## src/rtl/ntru_pkg.sv

```systemverilog
// Shared NTRU/HRSS encoding constants and the trit type.
package ntru_pkg;

  localparam int unsigned N_COEF = 701;
  localparam int unsigned TRITS_PER_BYTE = 5;
  localparam int unsigned SLOT_W = 3;
  localparam int unsigned ACC_W = 8;

  typedef logic [1:0] trit_t;

  localparam trit_t TRIT_ILLEGAL = 2'b11;

  // Base-3 digit weights, index = slot within the byte.
  localparam logic [4:0][7:0] POW3 = {8'd81, 8'd27, 8'd9, 8'd3, 8'd1};

  // Weight for a slot; slots beyond 4 never occur and weigh nothing.
  function automatic logic [ACC_W-1:0] pow3_weight(input logic [SLOT_W-1:0] slot);
    logic [ACC_W-1:0] w;
    case (slot)
      3'd0:    w = POW3[0];
      3'd1:    w = POW3[1];
      3'd2:    w = POW3[2];
      3'd3:    w = POW3[3];
      3'd4:    w = POW3[4];
      default: w = 8'd0;
    endcase
    return w;
  endfunction

endpackage

```

## src/rtl/s3_pack_step.sv

```systemverilog
// One base-3 packing step: acc + trit * 3^slot, with illegal trits contributing zero.
module s3_pack_step
  import ntru_pkg::*;
(
  input  logic [ACC_W-1:0]  acc,
  input  trit_t             trit,
  input  logic [SLOT_W-1:0] slot,
  output logic [ACC_W-1:0]  acc_next,
  output logic              illegal
);

  logic [ACC_W-1:0] weight;

  // Add 0, 1x or 2x the slot weight; 2'b11 is flagged and treated as zero.
  always_comb begin
    weight   = pow3_weight(slot);
    illegal  = (trit == TRIT_ILLEGAL);
    acc_next = acc;
    case (trit)
      2'd1:    acc_next = acc + weight;
      2'd2:    acc_next = acc + ACC_W'(weight << 1);
      default: acc_next = acc;
    endcase
  end

endmodule

```

## src/rtl/s3_trit_packer.sv

```systemverilog
// Packs a stream of mod-3 coefficients five per byte (base 3), flagging the final byte.
module s3_trit_packer
  import ntru_pkg::*;
#(
  parameter int unsigned N_COEF = ntru_pkg::N_COEF,
  parameter int unsigned CNT_W  = 10
) (
  input  logic       clk,
  input  logic       rst,
  input  logic       trit_valid,
  output logic       trit_ready,
  input  logic [1:0] trit_in,
  input  logic       trit_last,
  output logic       byte_valid,
  input  logic       byte_ready,
  output logic [7:0] byte_out,
  output logic       byte_last,
  output logic       err
);

  logic [ACC_W-1:0]  acc;
  logic [ACC_W-1:0]  acc_next;
  logic [SLOT_W-1:0] slot;
  logic [CNT_W-1:0]  cnt;
  logic              illegal;
  logic              accept;
  logic              is_final;
  logic              group_close;

  s3_pack_step u_step (
    .acc      (acc),
    .trit     (trit_in),
    .slot     (slot),
    .acc_next (acc_next),
    .illegal  (illegal)
  );

  // Handshake and group-close decode.
  always_comb begin
    trit_ready  = ~byte_valid | byte_ready;
    accept      = trit_valid & trit_ready;
    is_final    = (cnt == CNT_W'(N_COEF - 1));
    group_close = (slot == SLOT_W'(TRITS_PER_BYTE - 1)) | is_final;
  end

  // Accumulator, slot/coefficient counters, output byte register and sticky error.
  always_ff @(posedge clk) begin
    if (rst) begin
      acc        <= '0;
      slot       <= '0;
      cnt        <= '0;
      byte_valid <= 1'b0;
      byte_out   <= 8'd0;
      byte_last  <= 1'b0;
      err        <= 1'b0;
    end else begin
      if (byte_valid && byte_ready) begin
        byte_valid <= 1'b0;
      end
      if (accept) begin
        if (group_close) begin
          byte_out   <= acc_next;
          byte_last  <= is_final;
          byte_valid <= 1'b1;
          acc        <= '0;
          slot       <= '0;
        end else begin
          acc  <= acc_next;
          slot <= slot + SLOT_W'(1);
        end
        cnt <= is_final ? '0 : cnt + CNT_W'(1);
        if (illegal || (trit_last != is_final)) begin
          err <= 1'b1;
        end
      end
    end
  end

endmodule
```

## config.mk

```make
export PLATFORM = sky130hd
export DESIGN_NAME = s3_trit_packer
export DESIGN_NICKNAME = d
export VERILOG_FILES = /design/src/rtl/ntru_pkg.sv /design/src/rtl/s3_pack_step.sv /design/src/rtl/s3_trit_packer.sv
export SDC_FILE = /design/constraint.sdc
export NUM_CORES = 1
export LEC_CHECK = 0
export CAP_MARGIN = 20
export CORE_ASPECT_RATIO = 1.75
export CORE_MARGIN = 2
export CORE_UTILIZATION = 35
export CTS_CLUSTER_DIAMETER = 60
export DETAILED_ROUTE_END_ITERATION = 8
export HOLD_SLACK_MARGIN = 0.05
export PLACE_DENSITY = 0.6
export SETUP_SLACK_MARGIN = 0.1
export SLEW_MARGIN = 5
export SYNTH_ARGS = -nofsm -noshare
export SYNTH_HDL_FRONTEND = slang
export SYNTH_SLANG_ARGS = --single-unit
```

## constraint.sdc

```tcl
create_clock -name clk -period 3.2 [get_ports clk]
set_input_delay 0.48 -clock clk [delete_from_list [all_inputs] [get_ports clk]]
set_output_delay 0.48 -clock clk [all_outputs]
set_load 0.02 [all_outputs]
```

# Word-level counts from Yosys, hierarchy flattened

Cells that the tools add are included.

Register bits after elaboration: 32
Input port bits: 7

Add/subtract/negate cells: 4
Equal/unequal tests: 9
Multiplexer cells: 8
Bitwise operators: 4
Reductions and logical operators: 5

Operators by type and width:

| kind                                                                   | number |
|---|---|
| 7-bit case mux with 5 select lines                                     | 1 |
| 8-bit case mux with 2 select lines                                     | 1 |
| 10-bit by 1-bit adder with 10-bit output (second input constant)       | 1 |
| 10-bit equality test (second input constant)                           | 1 |
| 10-bit 2-to-1 mux                                                      | 1 |
| 8-bit by 7-bit adder with 8-bit output                                 | 1 |
| 8-bit adder                                                            | 1 |
| 8-bit 2-to-1 mux                                                       | 1 |
| 3-bit by 2-bit equality test with 1-bit output (second input constant) | 2 |
| 2-bit equality test (second input constant)                            | 2 |
| 2-bit AND reduction                                                    | 2 |
| 3-bit by 1-bit adder with 3-bit output (second input constant)         | 1 |
| 3-bit by 1-bit equality test with 1-bit output (second input constant) | 1 |
| 3-bit equality test (second input constant)                            | 1 |
| 3-bit logical NOT                                                      | 1 |
| 1-bit 2-to-1 mux                                                       | 3 |
| 3-bit 2-to-1 mux                                                       | 1 |
| 2-bit by 1-bit equality test with 1-bit output (second input constant) | 1 |
| 1-bit OR                                                               | 2 |
| 1-bit AND                                                              | 1 |
| 1-bit logical AND                                                      | 1 |
| 1-bit logical OR                                                       | 1 |
| 1-bit inequality test                                                  | 1 |
| 1-bit inverter                                                         | 1 |

# Logic depth before layout (Yosys ltp)

Depth after elaboration: 5
Mapped depth: 12
Depth with buffers taken out: 12

# By module

A second synthesis with hierarchy kept.

Cells, all modules: 242
Area, all modules: 2108.3 µm²

By module, submodules not included:

| module         | instances | cells each | area an instance (µm²) | seq. area each (µm²) |
|---|---|---|---|---|
| s3_trit_packer | 1         | 154        | 1445.1                 | 640.6 |
| s3_pack_step   | 1         | 88         | 663.1                  | 0.0 |

# Worst setup path before layout

OpenSTA, ideal clock, no wires.

Path kind: register to register
From: reg slot[0]
To: reg acc[6]
Library setup time: 0.130 ns
Arrival: 2.273 ns
Path slack: 0.797 ns
Cell stages (with the launch flop): 13
Period minus slack after synthesis: 2.403 ns
Path through: dfxtp_1 -> inv_1 -> ha_1 -> nor3_1 -> o21bai_1 -> ha_1 -> inv_1 -> fa_1 -> nand4b_1 -> a21boi_0 -> xor2_1 -> a221oi_1 -> o21ai_0

Longest elaborated chain between the ends: 5

RTL lines:

| item                                                                         | RTL line                               | source |
|---|---|---|
| start: declaration                                                           | s3_trit_packer.sv:23                   | `logic [SLOT_W-1:0] slot;` |
| start signal: assignment                                                     | s3_trit_packer.sv:69                   | `slot <= slot + SLOT_W'(1);` |
| 3-bit equality test, or another cell as far along                            | ntru_pkg.sv:19, s3_trit_packer.sv:43   |  |
| 7-bit case mux with 5 select lines                                           | ntru_pkg.sv:19                         | `case (slot)` |
| 8-bit adder / 8-bit by 7-bit adder with 8-bit output (equally long branches) | s3_pack_step.sv:21, s3_pack_step.sv:20 |  |
| 8-bit case mux with 2 select lines                                           | s3_pack_step.sv:19                     | `case (trit)` |
| 8-bit 2-to-1 mux *                                                           | s3_trit_packer.sv:61                   | `if (group_close) begin` |
| end signal: assignment                                                       | s3_trit_packer.sv:68                   | `acc <= acc_next;` |
| end: declaration                                                             | s3_trit_packer.sv:21                   | `logic [ACC_W-1:0] acc;` |

Every way passes the cells marked *; elsewhere a longest branch is shown, timed or not.
A chain may end at the register's enable or synchronous reset.

# Worst setup path after layout

Same ends and word-level chain as after synthesis.

==> summary.md <==
| Metric | Value |
|---|---|
| Outcome | `completed` |
| Clock network latency to the later pin of the worst-skew pair | `0.28 ns` |
| Required arrival time at the worst endpoint | `3.35 ns` |
| Number of distinct standard cells referenced by the synthesized netlist | `50` |
| Post-detailed-route via-to-cell ratio | `5.05` |
| Total routing resource utilization after global routing | `15.9%` |
| Measured slew at the worst slew-check pin | `0.565 ns` |
| Final antenna diode count | `0` |
| Combinational family with the most area after synthesis | `simple AND/OR/NAND/NOR gates` |
| Area of the die | `6580 sq um` |
| Adder and majority gate portion of the synthesized area | `13.4%` |
| Initial DRC count | `71` |
| # Post-CTS Setup Buffers | `0` |
| Register share of total power | `44.7%` |
| Kind of start point of the critical path | `flop` |
| Synth top area cells | `sky130_fd_sc_hd__dfxtp_1 (31%), sky130_fd_sc_hd__ha_1 (11%), sky130_fd_sc_hd__xnor2_1 (4.6%)` |
| Share of the yosys chip area belonging to registers | `30.9%` |
| Final Critical Period | `2.72 ns` |
| HPWL after DPL | `3.81 mm` |
| Length of the first detailed-routing pass in iterations | `4` |
| Worst ir drop on vdd | `0.137 mV` |
| Height of the die | `106 um` |
| Share of the synthesized area in the top cell type | `30.9%` |
| Cells traversed along the worst timing path | `ha_1, ha_1, a21oi_1, inv_1, ha_1, a21oi_1, o21bai_1, xnor2_1, a221oi_1, o21ai_0` |
| Slowest CP cell | `sky130_fd_sc_hd__a21oi_1` |
| Internal power component | `697 uW` |
| Post-cts resize count | `0` |
| Number of global-route vias before repair | `1,752` |
| Dominant cell by count in the synthesized netlist | `sky130_fd_sc_hd__dfxtp_1` |
| Crit Path Class | `reg2reg` |
| Number of maximum-capacitance constraint violations | `0` |
| CTS buffer count | `5` |
| Yosys warnings | `0` |
| Most frequent CP cell | `sky130_fd_sc_hd__ha_1` |
| Count of state elements after synthesis | `32` |
| Xor and xnor area share after synthesis | `6.33%` |
| Top cell types by occurrence after synthesis | `sky130_fd_sc_hd__dfxtp_1 (32), sky130_fd_sc_hd__inv_1 (25), sky130_fd_sc_hd__nor2_1 (24)` |
| Number of synthesized flops with an enable pin | `0` |
| Number of port buffers | `18` |
| DRC errors left | `0` |
| Post-CTS Hold Fix Bufs | `0` |
| Pre-CTS WS | `0.466 ns` |
| Minimum hold slack | `0.451 ns` |
| Leakage dissipation | `0.000970 uW` |
| Final global-route overflow total | `0` |
| Max Clock Skew | `0.00394 ns` |
| Detailed-route via count | `1,786` |
| Total wire length after detailed routing | `4.83 mm` |
| Number of max-slew violations in the final report | `0` |
| Reg area | `641 sq um` |
| Sw power | `240 uW` |
| CP Buf/Inv Count | `1` |
| Signed area change from the synthesized netlist to the final layout | `17.9%` |
| Core area | `5790 sq um` |
| Asr flop ratio synth | `0%` |
| CTS tree | `built` |
| Family with the most delay on the worst path | `compound AO/OA/AOI/OAI gates` |
| Multi-input gate area | `1290 sq um` |
| Final antenna-violating net count | `0` |
| Number of endpoints with negative hold slack in the final report | `0` |
| Most area-hungry cell type in the Yosys netlist | `sky130_fd_sc_hd__dfxtp_1` |
| Fraction of layout cells with a size suffix above 1 | `7.97%` |
| Mapped Nets | `283` |
| I/O Pins | `19` |
| Row Count | `37` |
| Sort of element at the end of the critical path | `flop` |
| Starting Density | `35.8%` |
| Syn Area/Cell | `8.14 sq um` |
| Clk pin slew, worst setup/hold paths | `0.07 ns` |
| Worst min path class | `reg2reg` |
| Compound-cell area share of the yosys netlist | `18.6%` |
| Net switching fraction of the power | `25.6%` |
| Largest net degree at the start of global routing | `22` |
| Placer congestion estimate | `0.841` |
| WP data arrival | `2.87 ns` |
| Final critical-path share of the clock period | `85.0%` |
| Combinational group share of total power | `14.6%` |
| Number of antenna violations at the first check in global routing | `0` |
| Routed wire per std cell | `13.6 um` |
| Number of buffers between clock root and the deepest sink | `2` |
| Clock root buffer | `sky130_fd_sc_hd__clkbuf_8` |
| Top FF cell, synth | `sky130_fd_sc_hd__dfxtp_1` |
| Maximum level of the CTS H-tree | `2` |
| Die boundary width | `62.2 um` |
| Layout net count | `303` |
| Setup repair after global routing missed its margin | `false` |
| Fraction of power consumed by the clock network | `40.7%` |
| Smallest setup slack after layout | `0.479 ns` |
| Maximum cell stage delay along the critical path | `0.35 ns` |
| Netlist area before placement | `2070 sq um` |
| Fillcell total | `590` |
| First-pass GRT wire length | `8.43 mm` |
| Slew margin rel. | `62.3%` |
| Fraction of synthesized area in multiplexers | `0%` |
| Clock Sinks | `32` |
| Setup violators final | `0` |
| Maximum clock frequency | `0.368 GHz` |
| Post-synthesis simple-gate area fraction | `23.7%` |
| Critical path peak fanout | `3` |
| Setup TNS | `0 ns` |
| Syn Inst Count | `255` |
| Pwr dens | `383 nW/um^2` |
==> sequential cells by signal (all words and copies together) (netlist names) <==
register / cells
byte_valid: 1
slot: 3
err: 1
acc: 8
byte_last: 1
cnt: 10
byte_out: 8
==> worst min-delay path, cell delays in order (launching register included) <==
cell	delay (ns)
sky130_fd_sc_hd__dfxtp_1	0.31
sky130_fd_sc_hd__inv_1	0.05
sky130_fd_sc_hd__a21oi_1	0.05
==> final cells by class <==
cell class,count,share of cell area (%)
Clock inverter,2,1.43
Inverter,25,3.84
Clock buffer,6,2.97
Multi-Input combinational cell,188,52.7
Tap cell,78,3.99
Sequential cell,32,26.2
Timing Repair Buffer,23,8.90
==> logic make-up after synthesis <==
logic type	count (synthesis)
buffers and inverters	35
AO/OA/AOI/OAI	59
XOR/XNOR	15
flip-flops	32
adder cells (fa/ha/maj)	21
AND/OR/NAND/NOR	93
==> worst paths after layout <==
kind	slack (ns)	startpoint	depth (start not counted)	endpoint
worst min-delay path	0.45	err$_SDFFE_PP0P_	2	err$_SDFFE_PP0P_
worst max register to register	0.48	slot[0]$_SDFFE_PP0P_	10	acc[6]$_SDFFE_PP0P_
worst min register to register	0.45	err$_SDFFE_PP0P_	2	err$_SDFFE_PP0P_
worst max-delay path	0.48	slot[0]$_SDFFE_PP0P_	10	acc[6]$_SDFFE_PP0P_
==> power by group through the flow <==
stage	Clock [uW]	Sequential (uW)	Combinational [uW]
2_1_floorplan	0	427	96.6
3_3_place_gp	0	428	136
3_5_place_dp	0	428	137
4_1_cts	388	419	138
5_1_grt	409	421	157
6_report	381	419	137
==> metal layers <==
| layer | track usage [%] | up-vias | part of all wire [%] |
|---|---|---|---|
| li1 | - | 921 | - |
| met1 | 17.3 | 827 | 39 |
| met2 | 30.7 | 30 | 57 |
| met3 | 2.03 | 8 | 2.3 |
| met4 | 5.71 | 0 | 1.6 |
| met5 | 0 | - | 0 |
==> metrics by stage <==
step / cells / total power (uW) / utilization, % / instance area (sq um)
CTS: 354 / 945 / 42.2 / 2440
finish: 354 / 937 / 42.2 / 2440
detailed placement: 346 / 565 / 40.4 / 2340
global route: 354 / 986 / 42.2 / 2440
floorplan: 255 / 524 / - / 2070
global placement: 346 / 564 / 40.4 / 2340
==> placed cells by master (no fill, tap or decap), types with 4 or more instances in the layout <==
cell type	n
sky130_fd_sc_hd__o21ai_1	4
sky130_fd_sc_hd__a21o_1	4
sky130_fd_sc_hd__nand3_1	5
sky130_fd_sc_hd__dfxtp_1	32
sky130_fd_sc_hd__buf_4	5
sky130_fd_sc_hd__inv_1	25
sky130_fd_sc_hd__xnor2_1	11
sky130_fd_sc_hd__ha_1	19
sky130_fd_sc_hd__nand2b_1	5
sky130_fd_sc_hd__a21oi_1	17
sky130_fd_sc_hd__clkbuf_8	5
sky130_fd_sc_hd__nand2_1	23
sky130_fd_sc_hd__xor2_1	4
sky130_fd_sc_hd__o21ai_0	10
sky130_fd_sc_hd__clkdlybuf4s50_1	18
sky130_fd_sc_hd__nand3b_1	5
sky130_fd_sc_hd__nor2_1	24
sky130_fd_sc_hd__a22oi_1	4
sky130_fd_sc_hd__nor3_1	9
(Power assumes the default switching activity.)
